==> config.mk <==
export PLATFORM = sky130hd
export DESIGN_NAME = mem_stage
export DESIGN_NICKNAME = d
export VERILOG_FILES = /design/src/rtl/mem_stage.sv
export SDC_FILE = /design/constraint.sdc
export NUM_CORES = 1
export LEC_CHECK = 0
export ABC_AREA = 1
export BUFFER_PORTS_ARGS = -buffer_cell sky130_fd_sc_hd__buf_4
export CAP_MARGIN = 40
export CORE_MARGIN = 10
export CORE_UTILIZATION = 47
export CTS_CLUSTER_DIAMETER = 30
export DETAILED_ROUTE_END_ITERATION = 7
export GPL_TIMING_DRIVEN = 0
export MAX_ROUTING_LAYER = met4
export PLACE_DENSITY = 0.74
export SYNTH_ARGS = -nofsm -noshare
export SYNTH_HDL_FRONTEND = slang
export SYNTH_SLANG_ARGS = --single-unit
==> constraint.sdc <==
create_clock -name clock -period 2.55 [get_ports clock]
set_clock_uncertainty 0.15 [all_clocks]
set_input_delay 0.51 -clock clock [delete_from_list [all_inputs] [get_ports clock]]
set_output_delay 0.51 -clock clock [all_outputs]
set_load 0.02 [all_outputs]
==> src/rtl/mem_stage.sv <==
// MEM pipeline stage: issues loads/stores on a req/ack data-memory port, aligns
// and extends load data, and registers the outcome into the MEM/WB latch.
module mem_stage #(
    parameter int unsigned TIMEOUT_CYCLES = 255
) (
    input  logic        clock,
    input  logic        reset_n,
    input  logic        ex_valid,
    input  logic [31:0] ex_result,
    input  logic [31:0] ex_store_data,
    input  logic        load_inst,
    input  logic        store_inst,
    input  logic [1:0]  mem_size,
    input  logic        mem_unsigned,
    input  logic [4:0]  dest_reg,
    input  logic        dest_reg_valid,
    output logic        stall_out,
    output logic        dmem_req,
    output logic        dmem_we,
    output logic [31:0] dmem_addr,
    output logic [3:0]  dmem_be,
    output logic [31:0] dmem_wdata,
    input  logic        dmem_ack,
    input  logic [31:0] dmem_rdata,
    output logic        wb_valid,
    output logic [31:0] wb_result,
    output logic [4:0]  wb_dest_reg,
    output logic        wb_dest_reg_valid,
    output logic        misalign_exc,
    output logic        bus_err
);

    typedef enum logic {IDLE, BUSY} state_t;

    // Counter only ever holds 0..TIMEOUT_CYCLES-1.
    localparam int CW = (TIMEOUT_CYCLES > 1) ? $clog2(TIMEOUT_CYCLES) : 1;

    state_t         state_q, state_d;
    logic [CW-1:0]  cnt_q, cnt_d;
    logic [31:0]    addr_q, addr_d;
    logic [3:0]     be_q, be_d;
    logic [31:0]    wdata_q, wdata_d;
    logic           we_q, we_d;
    logic [1:0]     size_q, size_d;
    logic           uns_q, uns_d;
    logic [4:0]     dest_q, dest_d;
    logic           ldv_q, ldv_d;
    logic           wbv_q, wbv_d;
    logic [31:0]    wbr_q, wbr_d;
    logic [4:0]     wbd_q, wbd_d;
    logic           wbdv_q, wbdv_d;
    logic           mis_q, mis_d;
    logic           berr_q, berr_d;

    logic        busy, accept, is_mem, misaligned, start, expire;
    logic [31:0] lane, load_val;

    assign busy       = (state_q == BUSY);
    assign accept     = (state_q == IDLE) && ex_valid;
    assign is_mem     = load_inst || store_inst;
    assign misaligned = ((mem_size == 2'd1) && ex_result[0]) ||
                        (mem_size[1] && (ex_result[1:0] != 2'b00));
    assign start      = accept && is_mem && !misaligned;
    assign expire     = busy && !dmem_ack && (TIMEOUT_CYCLES != 0) &&
                        (cnt_q == CW'(TIMEOUT_CYCLES - 1));

    // Byte lanes are shifted down to bit 0 before extension.
    assign lane = (size_q == 2'd1) ? (dmem_rdata >> {addr_q[1], 4'b0000})
                                   : (dmem_rdata >> {addr_q[1:0], 3'b000});

    always_comb begin
        case (size_q)
            2'd0:    load_val = uns_q ? {24'b0, lane[7:0]}  : {{24{lane[7]}}, lane[7:0]};
            2'd1:    load_val = uns_q ? {16'b0, lane[15:0]} : {{16{lane[15]}}, lane[15:0]};
            default: load_val = dmem_rdata;
        endcase
    end

    always_comb begin
        // NOTE: every next-state variable gets a default first so no path can infer a latch.
        state_d = state_q;
        cnt_d   = cnt_q;
        addr_d  = addr_q;
        be_d    = be_q;
        wdata_d = wdata_q;
        we_d    = we_q;
        size_d  = size_q;
        uns_d   = uns_q;
        dest_d  = dest_q;
        ldv_d   = ldv_q;
        wbv_d   = 1'b0;
        wbr_d   = wbr_q;
        wbd_d   = wbd_q;
        wbdv_d  = wbdv_q;
        mis_d   = 1'b0;
        berr_d  = 1'b0;

        if (accept) begin
            if (!is_mem || misaligned) begin
                wbv_d  = 1'b1;
                wbr_d  = ex_result;
                wbd_d  = dest_reg;
                wbdv_d = !is_mem && dest_reg_valid;
                mis_d  = is_mem;
            end else begin
                state_d = BUSY;
                cnt_d   = '0;
                addr_d  = ex_result;
                we_d    = !load_inst;
                size_d  = mem_size;
                uns_d   = mem_unsigned;
                dest_d  = dest_reg;
                ldv_d   = load_inst && dest_reg_valid;
                // Byte enables qualify writes only; reads always fetch the whole word.
                be_d    = 4'h0;
                wdata_d = ex_store_data;
                if (!load_inst) begin
                    case (mem_size)
                        2'd0: begin
                            be_d    = 4'b0001 << ex_result[1:0];
                            wdata_d = {4{ex_store_data[7:0]}};
                        end
                        2'd1: begin
                            be_d    = ex_result[1] ? 4'b1100 : 4'b0011;
                            wdata_d = {2{ex_store_data[15:0]}};
                        end
                        default: be_d = 4'hF;
                    endcase
                end
            end
        end else if (busy) begin
            if (dmem_ack) begin
                state_d = IDLE;
                cnt_d   = '0;
                wbv_d   = 1'b1;
                wbr_d   = we_q ? addr_q : load_val;
                wbd_d   = dest_q;
                wbdv_d  = ldv_q;
            end else if (expire) begin
                state_d = IDLE;
                cnt_d   = '0;
                wbv_d   = 1'b1;
                wbr_d   = addr_q;
                wbd_d   = dest_q;
                wbdv_d  = 1'b0;
                berr_d  = 1'b1;
            end else if (TIMEOUT_CYCLES != 0) begin
                cnt_d = cnt_q + 1'b1;
            end
        end
    end

    // NOTE: sequential state uses non-blocking assignments so all flops update together.
    always_ff @(posedge clock or negedge reset_n) begin
        if (!reset_n) begin
            state_q <= IDLE;
            cnt_q   <= '0;
            addr_q  <= '0;
            be_q    <= '0;
            wdata_q <= '0;
            we_q    <= 1'b0;
            size_q  <= '0;
            uns_q   <= 1'b0;
            dest_q  <= '0;
            ldv_q   <= 1'b0;
            wbv_q   <= 1'b0;
            wbr_q   <= '0;
            wbd_q   <= '0;
            wbdv_q  <= 1'b0;
            mis_q   <= 1'b0;
            berr_q  <= 1'b0;
        end else begin
            state_q <= state_d;
            cnt_q   <= cnt_d;
            addr_q  <= addr_d;
            be_q    <= be_d;
            wdata_q <= wdata_d;
            we_q    <= we_d;
            size_q  <= size_d;
            uns_q   <= uns_d;
            dest_q  <= dest_d;
            ldv_q   <= ldv_d;
            wbv_q   <= wbv_d;
            wbr_q   <= wbr_d;
            wbd_q   <= wbd_d;
            wbdv_q  <= wbdv_d;
            mis_q   <= mis_d;
            berr_q  <= berr_d;
        end
    end

    // Stall is released on the completing cycle (ack or expiry) so EX advances exactly once.
    assign stall_out         = reset_n && (start || (busy && !dmem_ack && !expire));
    assign dmem_req          = busy;
    assign dmem_we           = busy && we_q;
    assign dmem_addr         = busy ? {addr_q[31:2], 2'b00} : 32'h0;
    assign dmem_be           = busy ? be_q : 4'h0;
    assign dmem_wdata        = busy ? wdata_q : 32'h0;
    assign wb_valid          = wbv_q;
    assign wb_result         = wbr_q;
    assign wb_dest_reg       = wbd_q;
    assign wb_dest_reg_valid = wbdv_q;
    assign misalign_exc      = mis_q;
    assign bus_err           = berr_q;

endmodule

# After elaboration in Yosys (flattened, before gate mapping)

Index checks and enable logic that the tools add are counted.

Bitwise logic cells: 2
Mux-type cells: 48
Divide/modulo/power cells: 0
Reduce and logical (&&, ||, !) cells: 29
Shift operators: 3
$add $sub $neg: 1
Multipliers: 0
Equal/unequal tests: 5
$lt $le $gt $ge: 0

Operator list:

| operator              | number |
|---|---|
| $mux W32              | 11 |
| $pmux W32 S2          | 2 |
| $shr A32 B5 Y16       | 2 |
| $mux W8               | 5 |
| $mux W5               | 5 |
| $mux W1               | 20 |
| $mux W16              | 1 |
| $logic_and A1 B1 Y1   | 12 |
| $mux W4               | 3 |
| $add A8 B1 Y8 const B | 1 |
| $eq A8 B8 Y1 const B  | 1 |
| $pmux W4 S2           | 1 |
| $logic_not A1 Y1      | 5 |
| $eq A2 B1 Y1 const B  | 2 |
| $logic_not A2 Y1      | 2 |
| $logic_or A1 B1 Y1    | 4 |
| $reduce_and A2 Y1     | 2 |
| $reduce_bool A2 Y1    | 2 |
| $shl A1 B2 Y4 const A | 1 |
| $reduce_and A3 Y1     | 1 |
| $reduce_bool A3 Y1    | 1 |
| $ne A2 B1 Y1 const B  | 1 |
| $ne A2 B2 Y1 const B  | 1 |
| $not A1 Y1            | 2 |

Bits in registers: 128
Memories: 0
Memory bits (read-only): 0
Bits in latches: 0
Bits in writable memories: 0
Bits of input ports: 111
Output and inout bits: 112

# Longest topological paths before layout

Gate-level depths: netlist (run 1).

Word-level depth: 8
Gate-level depth with buffers: 12
Gate-level depth less buffers: 11

# Worst setup path before layout (run 1)

OpenSTA, ideal clock, no wires.

Path type: input port to output port
Start: input port mem_size[0]
End: output port stall_out
Arrival time: 1.783 ns
Path slack: 0.107 ns
Required time: 1.890 ns
Cell stages on the path: 7
Path through: buf_2 > nor2_1 > a21oi_2 > nor2_2 > nand2_2 > buf_2 > a21boi_0

Longest elaborated chain between the ends: 7

RTL lines:

| element             | line | source |
|---|---|---|
| from (decl)         | 13   | `input logic [1:0] mem_size,` |
| $eq A2 B1 Y1        | 61   | `assign misaligned = ((mem_size == 2'd1) && ex_result[0]) \|\|` |
| $logic_and A1 B1 Y1 | 61   |  |
| $logic_or A1 B1 Y1  | 61   |  |
| $logic_not A1 Y1    | 63   | `assign start = accept && is_mem && !misaligned;` |
| $logic_and A1 B1 Y1 | 63   |  |
| $logic_or A1 B1 Y1  | 193  | `assign stall_out = reset_n && (start \|\| (busy && !dmem_ack && !expire));` |
| $logic_and A1 B1 Y1 | 193  |  |
| to (decl)           | 17   | `output logic stall_out,` |

Every way passes these cells.

# Worst setup path after layout (run 1)

Start: register state_q (netlist: dmem_req)
End: output port dmem_addr[6]

Longest elaborated chain between the ends: 1

RTL lines:

| element                | line | source |
|---|---|---|
| from (decl)            | 38   | `state_t state_q, state_d;` |
| from (signal assigned) | 173  | `state_q <= state_d;` |
| $mux W32               | 196  | `assign dmem_addr = busy ? {addr_q[31:2], 2'b00} : 32'h0;` |
| to (decl)              | 20   | `output logic [31:0] dmem_addr,` |

Every way passes these cells.

==> results of run 1 <==
## worst max-delay path: stages, from the launching register on
cell and delay [ns]:
dfrtp_1 0.35, buf_2 0.21, clkbuf_1 0.50, nand2_1 0.14
inv_1 0.10, buf_4 0.14
## kinds of logic (layout without fill, tap and decap cells)
group           Yosys count  in the layout  synth area share (%)
simple gates            470            470                  26.6
xor+xnor                  4              4                 0.473
fa+ha+maj                 2              2                 0.338
flops                   128            128                  43.3
compound gates          234            234                  17.1
buf+inv                 222            474                  12.2
other cells               1              2                0.0506
## what timing repair did
item / 4_1_cts / 5_1_grt
gates resized for setup: 9 / 7
endpoints found under the hold margin: 64 / 34
endpoints found under the setup margin: 31 / 25
## power breakdown
group	switching, µW	internal (µW)	leakage (µW)
clock network	889	1450	0.000265
logic	1970	1200	0.00380
registers	335	2560	0.00157
## path summary, 6_finish.rpt
| kind | startpoint | end | slack [ns] | depth (start not counted) |
|---|---|---|---|---|
| max | dmem_req | dmem_addr[6] | 0.04 | 5 |
| min | reset_n | wb_dest_reg_valid | -0.08 | 2 |
| max reg2reg | dmem_req | wb_dest_reg[4] | 0.31 | 7 |
| min reg2reg | wb_dest_reg[4] | wb_dest_reg[4] | 0.33 | 2 |
| max in group asynchronous | reset_n | addr_q[1] | 1.46 | 4 |
| min in group clock | dmem_ack | bus_err | 0.15 | 2 |
## placed cells by master, fill, tap and decap left out, drive strengths merged
master	instances
clkbuf	50
nand4	2
xor2	3
nand3	65
a31oi	17
o31ai	1
nor3	3
conb	2
buf	259
a21oi	78
clkinv	5
nand3b	1
o2111ai	5
inv	155
o22ai	14
clkinvlp	2
xnor2	1
ha	2
bufinv	2
or2	10
a21boi	1
dfrtp	128
o21ai	115
o211ai	3
dlygate4sd3	1
nand2	316
nor2	73
## routing by layer
metal	track usage (%)	routed length (µm)	vias up
li1	-	-	3836
met1	34.7	12300	3717
met2	40.4	13400	348
met3	4.19	1880	41
met4	8.95	576	0
met5	-	0	-
## final cells by class
type | instances | share of cell area [%]
plain buffers | 65 | 3.24
flip-flops and latches | 128 | 31.9
clock buffers | 20 | 4.55
repair buffers | 225 | 17.7
clock inverters | 7 | 0.898
inverters | 157 | 5.88
well taps | 211 | 2.63
multi-input cells | 712 | 33.1
## synth_stat cells, types with 2 or more instances
master and count:
inv_2 4, o2111ai_1 5, o21ai_0 105, o22ai_1 14
a31oi_1 17, inv_1 151, clkinv_1 2, nand4_4 2
a21oi_1 72, nand3_1 65, a21oi_2 6, clkbuf_1 30
ha_1 2, o211ai_1 3, xor2_1 3, buf_6 3
buf_2 23, nand2_2 3, or2_2 10, nor3_1 2
o21ai_1 9, buf_1 4, nand2_1 311, nand2_4 2
nor2_1 71, dfrtp_1 128, buf_4 4
## metrics by stage
stage / setup slack [ns] / total power (µW) / instance area, µm² / setup TNS, ns
3_3_place_gp: -0.392 / 5980 / 9310 / -0.392
4_1_cts: 0.0235 / 8380 / 9910 / 0
5_1_grt: -0.0550 / 8880 / 10000 / -0.325
6_report: 0.0370 / 8410 / 10000 / 0
2_1_floorplan: 0.107 / 4730 / 7410 / 0
3_5_place_dp: 0.0442 / 6030 / 9340 / 0
==> results.sh, run 1 <==
export IMPL_synth_ff_type="dfrtp_1"
export IMPL_grt_pass1_wl_mm=43.5
export IMPL_timing_final_crit_share_pct=98.5
export IMPL_rows=45
export IMPL_rsz0062_at_grt="true"
export IMPL_post_cts_setup_buffers=0
export IMPL_synth_edff_count=0
export IMPL_start_util_pct=48.3
export IMPL_outcome="complete, but fails checks"
export IMPL_ys_seq_area_share_pct=43.3
export IMPL_setup_viol=0
export IMPL_violations="negative hold slack"
export IMPL_fin_nets=1419
export IMPL_avgRoutedWirePerCell_um=18.4
export IMPL_slew_headroom_pct=52.8
export IMPL_drt_wl_total_mm=28.1
export IMPL_grt_pass1_vias=7849
export IMPL_synth_area_leader_cell="dfrtp_1"
export IMPL_peakVddDrop_uv=586
export IMPL_area_growth_pct=35.4
export IMPL_postLayoutCoreUtil_pct=65.5
export IMPL_synthTopCellsByArea="dfrtp_1 43%, nand2_1 16%, inv_1 7.7%"
export IMPL_dp_cells=1492
export IMPL_ioPinCount=223
export IMPL_power_leakage_uw=0.00564
export IMPL_hpwl_mm=20.8
export IMPL_hold_viol_final=38
export IMPL_ff_latch_area_um2=3200
export IMPL_synth_area_um2=7400
export IMPL_fp_dieArea_um2=21200
export IMPL_synth_seq_cells=128
export IMPL_period_minus_slack_ns=2.51
export IMPL_async_flop_share_pct=100
export IMPL_hold_path_class="input pin to async pin"
export IMPL_postSynthCellCount=1061
export IMPL_synth_top_cell_area_share_pct=43.3
export IMPL_grt_max_degree=66
export IMPL_drtAntennaViolNets=0
export IMPL_drv_cap=0
export IMPL_firstDrtPassIters=5
export IMPL_port_buffers=218
export IMPL_hold_ws_ns=-0.0767
export IMPL_clk_pin_slew_ns=0.05
export IMPL_drv_slew=0
export IMPL_routed_via_density=5.21
export IMPL_grt_total_usage_pct=26.3
export IMPL_crit_required_ns=1.89
export IMPL_htreeDepth=4
export IMPL_cts_sinks=128
export IMPL_crit_type="flop to output pin"
export IMPL_worst_pin_slew_ns=0.708
export IMPL_fill_cells=1402
export IMPL_core_region_area_um2=15300
export IMPL_drc=0
export IMPL_finalNonFillerCells=1525
export IMPL_critPathLaunchType="flop"
export IMPL_cts_tree="done"
export IMPL_drive_gt1_share_pct=24.4
export IMPL_ctsRootBufferMaster="clkbuf_16"
export IMPL_clk_latency_ns=0.42
export IMPL_overflow=0
export IMPL_clockBufferDepth=2
export IMPL_die_h_um=146
export IMPL_cp_arrival_ns=1.85
export IMPL_gp_congestion=0.978
export IMPL_power_density_nw_per_um2=839
export IMPL_numCtsBuffers=17
export IMPL_antenna_found_initial=0
export IMPL_n_antenna_cell=0
export IMPL_multi_input_area_um2=3320
export IMPL_synth_area_per_cell_um2=6.98
export IMPL_end_kind="output pin"
export IMPL_cp_max_fo=10
export IMPL_dr_first_iter_drc_count=574
export IMPL_die_x_um=146
export IMPL_vias=7942
export IMPL_synth_distinct_cells=37
export IMPL_fmax_mhz=398
export IMPL_ys_warnings_count=0
Power figures use the tool's default switching activity.
==> run 2, diff against run 1 <==
--- a/config.mk
+++ b/config.mk
@@ -5,7 +5,6 @@
 export SDC_FILE = /design/constraint.sdc
 export NUM_CORES = 1
 export LEC_CHECK = 0
-export ABC_AREA = 1
 export BUFFER_PORTS_ARGS = -buffer_cell sky130_fd_sc_hd__buf_4
 export CAP_MARGIN = 40
 export CORE_MARGIN = 10
==> run 2 against run 1 <==
- the run now ends clean
- worst setup slack better by 0.0045 ns
- total power up 1.5%
- clock power grew 14%
- clock-buffer cell count stayed put
- register-to-register slack got worse by 0.16 ns
- die area fell by 3.5%
- synthesized area shrank 4.1%
- final cell count down 22%
- non-clock buffer count fell by 3
- sequential share of layout area rose by 0.68 points
- sequential power grew 2%
- global-route usage decreased by 0.76 points
==> results.sh, run 2 <==
export IMPL_postSynthCellCount=749
export IMPL_drtAntennaViolNets=0
export IMPL_drt_wl_total_mm=26.0
export IMPL_cp_max_fo=10
export IMPL_synth_seq_cells=128
export IMPL_setup_viol=0
export IMPL_r2r_cells=8
export IMPL_synth_area_leader_cell="dfrtp_1"
export IMPL_dp_cells=1153
export IMPL_ys_warnings_count=0
export IMPL_period_minus_slack_ns=2.51
export IMPL_grt_pass1_wl_mm=39.4
export IMPL_crit_buf_inv=4
export IMPL_placed_area_um2=9000
export IMPL_fin_area_um2=9820
export IMPL_dr_first_iter_drc_count=634
export IMPL_finalNonFillerCells=1194
export IMPL_port_buffers=218
export IMPL_drc=0
export IMPL_power_density_nw_per_um2=869
export IMPL_core_region_area_um2=14600
export IMPL_clk_pin_slew_ns=0.06
export IMPL_crit_type="flop to output pin"
export IMPL_end_kind="output pin"
export IMPL_reg2reg_to="wb_result[13]"
export IMPL_synthTopCellsByCount="128 x dfrtp_1, 99 x nand2_1, 80 x and2_1, 61 x o21ai_0, 54 x mux2_2"
export IMPL_hold_viol_final=0
export IMPL_grt_max_degree=81
export IMPL_max_stage_delay_ns=0.35
export IMPL_async_flop_share_pct=100
export IMPL_path_common_cell="buf_2"
export IMPL_timing_final_crit_share_pct=98.4
export IMPL_hold_path_class="input pin to flop"
export IMPL_numCtsBuffers=17
export IMPL_grt_total_usage_pct=25.5
export IMPL_rsz0062_at_grt="false"
export IMPL_drive_gt1_share_pct=36.3
export IMPL_power_leakage_uw=0.00460
export IMPL_path_delay_family="buffers and inverters"
export IMPL_synthTopCellsByArea="dfrtp_1 45%, mux2_2 8.6%, and2_1 7.0%"
export IMPL_cp_arrival_ns=1.85
export IMPL_r2r_slack_ns=0.15
export IMPL_grt_pass1_vias=7042
export IMPL_ioPinCount=223
export IMPL_peakVddDrop_uv=485
export IMPL_start_util_pct=48.5
export IMPL_cts_tree="done"
export IMPL_die_x_um=143
export IMPL_slew_headroom_pct=41.2
export IMPL_synth_area_per_cell_um2=9.48
export IMPL_crit_end="dmem_addr[26]"
export IMPL_crit_required_ns=1.89
export IMPL_vias=6981
export IMPL_startpoint="dmem_req"
export IMPL_path_cells="buf_2 -> clkbuf_4 -> buf_2 -> and2_1 -> buf_4"
export IMPL_fin_nets=1109
export IMPL_layout_commonest_cell="buf_4"
export IMPL_ff_latch_area_um2=3200
export IMPL_layout_common_cells="225 x buf_4, 127 x dfrtp_1, 99 x nand2_1, 80 x and2_1, 61 x o21ai_0"
export IMPL_critPathSlowestCell="dfrtp_1"
export IMPL_gp_congestion=0.961
export IMPL_firstDrtPassIters=5
export IMPL_cp_num_cells=5
export IMPL_critPathLaunchType="flop"
export IMPL_fp_dieArea_um2=20400
export IMPL_layout_setup_ws_ns=0.0415
export IMPL_synth_distinct_cells=50
export IMPL_rows=44
export IMPL_power_uw=8530
export IMPL_routed_via_density=5.85
export IMPL_multi_input_area_um2=3630
export IMPL_outcome="finished, final reports clean"
export IMPL_hpwl_mm=19.5
export IMPL_pre_cts_slack_ns=-0.139
export IMPL_ctsRootBufferMaster="clkbuf_16"
export IMPL_clockBufferDepth=2
export IMPL_synth_ff_type="dfrtp_1"
export IMPL_die_h_um=143
export IMPL_avgRoutedWirePerCell_um=21.8
export IMPL_drv_slew=0
export IMPL_synth_edff_count=0
export IMPL_area_growth_pct=38.3
export IMPL_ys_seq_area_share_pct=45.1
export IMPL_synth_top_cell_area_share_pct=45.1
export IMPL_clk_latency_ns=0.43
export IMPL_hold_ws_ns=0.174
export IMPL_yosysMostFrequentCell="dfrtp_1"
export IMPL_overflow=0
export IMPL_antenna_found_initial=1
export IMPL_fmax_mhz=399
export IMPL_cts_sinks=128
export IMPL_drv_cap=0
export IMPL_hold_depth=2
export IMPL_worst_pin_slew_ns=0.877
export IMPL_synth_area_um2=7100
export IMPL_htreeDepth=4
export IMPL_fill_cells=1225
export IMPL_worstReg2RegStart="dmem_req"
-- run 2: changes by cell type in the layout (fill, tap and decap cells not counted), moves of 26 or more --
cell	previous run	this run
nand2_1	311	99
inv_1	151	6
and2_1	0	80
nand3_1	65	4
mux2_2	0	54
nor2_1	68	22
o21ai_0	105	61
mux2i_1	0	27
o221ai_1	0	26
-- run 2: layout make-up --
class                   count  area share [%]
plain buffers              59            2.98
clock buffers              20            4.65
diodes                      1          0.0255
well taps                 184            2.34
flip-flops and latches    128            32.6
clock inverters            12            1.83
repair buffers            228            18.3
inverters                   7           0.268
multi-input cells         555            36.9
-- run 2: per-layer routing --
layer | track usage (%) | routed length, µm | vias up
met1 | 30.9 | 10300 | 3363
met2 | 39.1 | 12100 | 393
li1 | - | - | 3174
met3 | 8.66 | 3000 | 51
met5 | - | 0 | -
met4 | 8.63 | 627 | 0
-- run 2: through the flow --
step	setup TNS, ns	utilization (%)
2_1_floorplan	0	-
3_3_place_gp	-0.396	61.3
3_5_place_dp	-0.228	61.5
4_1_cts	0	66.6
5_1_grt	0	67.1
6_report	0	67.1
-- run 2: cell families after synthesis --
group                      synth area share [%]
adders and majority gates                 0.352
buffers and inverters                      4.28
AOI/OAI and AO/OA                          19.2
muxes                                      12.4
DFF                                        45.1
and+or+nand+nor                            18.7
other                                    0.0528
-- run 2: repair_timing --
item / 4_1_cts / 5_1_grt
hold buffers: 2 / 3
buffers inserted: 2 / 2
pin swaps: 1 / 1
endpoints found under the hold margin: 49 / 8
gates resized for setup: 15 / 8
setup endpoints to repair: 68 / 21
-- run 2: how the worst min path moves through the flow --
stage,from,endpoint
6_report,ex_result[17],addr_q[17]
4_1_cts,reset_n,addr_q[18]
2_1_floorplan,reset_n,addr_q[0]
3_3_place_gp,wdata_q[21],wdata_q[21]
3_5_place_dp,be_q[2],be_q[2]
5_1_grt,ex_result[17],addr_q[17]
-- run 2: report_power, final --
part	internal [µW]	total [µW]	switching [µW]
Combinational	1270	2910	1640
Sequential	2580	2960	379
Clock	1690	2670	972
Total	5540	8530	2990
==> run 3, diff against run 2 <==
--- a/config.mk
+++ b/config.mk
@@ -9,7 +9,7 @@
 export CAP_MARGIN = 40
 export CORE_MARGIN = 10
 export CORE_UTILIZATION = 47
-export CTS_CLUSTER_DIAMETER = 30
+export CTS_CLUSTER_DIAMETER = 60
 export DETAILED_ROUTE_END_ITERATION = 7
 export GPL_TIMING_DRIVEN = 0
 export MAX_ROUTING_LAYER = met4
==> constraint.sdc (replaced) <==
create_clock -name clock -period 2.55 [get_ports clock]
set_clock_uncertainty 0.15 [all_clocks]
set_input_delay 0.255 -clock clock [delete_from_list [all_inputs] [get_ports clock]]
set_output_delay 0.255 -clock clock [all_outputs]
set_load 0.02 [all_outputs]
==> run 3 against run 2 <==
- via count increased by 4.0%
- hold slack got worse by 0.17 ns
- clock-buffer cell count unchanged
- first-iteration DRC count decreased by 8.7%
- sequential share of layout area decreased by 1.6 points
- flip-flop and latch count unchanged
==> results.sh, run 3 (same netlist as run 2, synthesis figures left out) <==
export IMPL_rows=44
export IMPL_die_x_um=143
export IMPL_hpwl_mm=19.5
export IMPL_drtAntennaViolNets=0
export IMPL_vias=7258
export IMPL_routed_via_density=5.80
export IMPL_wirelength_met1_mm=10.6
export IMPL_end_kind="output pin"
export IMPL_timing_final_crit_share_pct=97.1
export IMPL_clockBufferDepth=2
export IMPL_port_buffers=218
export IMPL_drive_gt1_share_pct=33.2
export IMPL_placed_area_um2=9000
export IMPL_setup_viol=0
export IMPL_gp_congestion=0.961
export IMPL_seq_power_share_pct=34.4
export IMPL_htreeDepth=4
export IMPL_start_util_pct=48.5
export IMPL_layout_common_cells="222 x buf_4, 128 x dfrtp_1, 99 x nand2_1, 80 x and2_1, 65 x dlygate4sd3_1"
export IMPL_route_met3_wl_mm=2.88
export IMPL_period_minus_slack_ns=2.47
export IMPL_worst_pin_slew_ns=0.894
export IMPL_avgRoutedWirePerCell_um=21.4
export IMPL_critPathLaunchType="flop"
export IMPL_overflow=0
export IMPL_power_density_nw_per_um2=832
export IMPL_top_layer="met4"
export IMPL_power_leakage_uw=0.00480
export IMPL_p_switching_uw=3020
export IMPL_hold_viol_final=0
export IMPL_p_comb_share_pct=34.6
export IMPL_area_growth_pct=45.5
export IMPL_finalNonFillerCells=1251
export IMPL_dp_cells=1153
export IMPL_drc=0
export IMPL_antenna_found_initial=1
export IMPL_cp_max_fo=10
export IMPL_fp_dieArea_um2=20400
export IMPL_layout_commonest_cell="buf_4"
export IMPL_outcome="finished, final reports clean"
export IMPL_drv_cap=0
export IMPL_crit_type="flop to output pin"
export IMPL_grt_total_usage_pct=26.6
export IMPL_clk_pin_slew_ns=0.06
export IMPL_pre_cts_slack_ns=0.202
export IMPL_intPower_uw=5580
export IMPL_ioPinCount=223
export IMPL_fmax_mhz=404
export IMPL_drt_wl_total_mm=26.8
export IMPL_cp_arrival_ns=2.07
export IMPL_clk_latency_ns=0.43
export IMPL_peakVddDrop_uv=485
export IMPL_die_h_um=143
export IMPL_layout_setup_ws_ns=0.0751
export IMPL_ctsRootBufferMaster="clkbuf_16"
export IMPL_fin_nets=1166
export IMPL_grt_pass1_wl_mm=41.3
export IMPL_rsz0062_at_grt="false"
export IMPL_wl_met2_mm=12.4
export IMPL_dr_first_iter_drc_count=579
export IMPL_clock_power_share_pct=31.0
export IMPL_drv_slew=0
export IMPL_firstDrtPassIters=7
export IMPL_setup_tns_ns=0
export IMPL_fin_area_um2=10300
export IMPL_hold_ws_ns=0.00363
export IMPL_cts_tree="done"
export IMPL_swShare_pct=35.1
export IMPL_grt_pass1_vias=7436
export IMPL_hold_path_class="input pin to flop"
export IMPL_core_region_area_um2=14600
export IMPL_slew_headroom_pct=40.0
export IMPL_crit_required_ns=2.14
export IMPL_cts_sinks=128
export IMPL_grt_max_degree=81
export IMPL_numCtsBuffers=17
run 3: layout make-up:
| class | instances | area (µm²) |
|---|---|---|
| Multi-Input combinational cell | 555 | 3630 |
| Fill cell | 1145 | 4310 |
| Buffer | 60 | 287 |
| Antenna cell | 1 | 2.50 |
| Timing Repair Buffer | 284 | 2320 |
| Clock buffer | 20 | 457 |
| Tap cell | 184 | 230 |
| Clock inverter | 12 | 180 |
| Sequential cell | 128 | 3200 |
| Inverter | 7 | 26.3 |
run 3: critical path, stage by stage (launching register included):
cell and delay, ns:
dfrtp_1 0.35, buf_2 0.19, clkbuf_2 0.33, clkbuf_1 0.38, and2_1 0.24, buf_4 0.16
run 3: path summary, 6_finish.rpt:
kind / startpoint / endpoint / slack, ns / cells past startpoint
min in group asynchronous: reset_n / wb_result[8] / 0.19 / 2
max in group asynchronous: reset_n / wb_result[23] / 1.30 / 3
max: dmem_req / dmem_addr[26] / 0.08 / 5
min: ex_store_data[26] / wdata_q[26] / 0.004 / 3
max reg2reg: dmem_req / wb_result[13] / 0.17 / 8
min reg2reg: wdata_q[30] / wdata_q[30] / 0.32 / 2
run 3: power by group through the flow:
stage	Sequential, µW	Combinational, µW	Clock [µW]
6_report	2960	2980	2670
5_1_grt	3020	3210	2780
4_1_cts	2950	2950	2680
3_5_place_dp	2980	2850	0
3_3_place_gp	2950	2810	0
2_1_floorplan	3130	1430	0
run 3: metrics by stage:
step                      power [µW]  util (%)
after global placement          5760      61.3
after global routing            9010      70.6
after CTS                       8580      70.4
after floorplan                 4570         -
after detailed placement        5830      61.5
final                           8600      70.6
run 3: metal layers:
layer,track usage [%],up-vias
li1,-,3304
met1,32.0,3496
met2,41.2,391
met3,8.39,67
met4,10.2,0
met5,-,-
run 3: repair_timing:
action,4_1_cts,5_1_grt
endpoints found under the setup margin,48,31
hold buffers,65,0
gates resized for setup,6,9
setup buffers,0,0
hold endpoints to repair,136,0
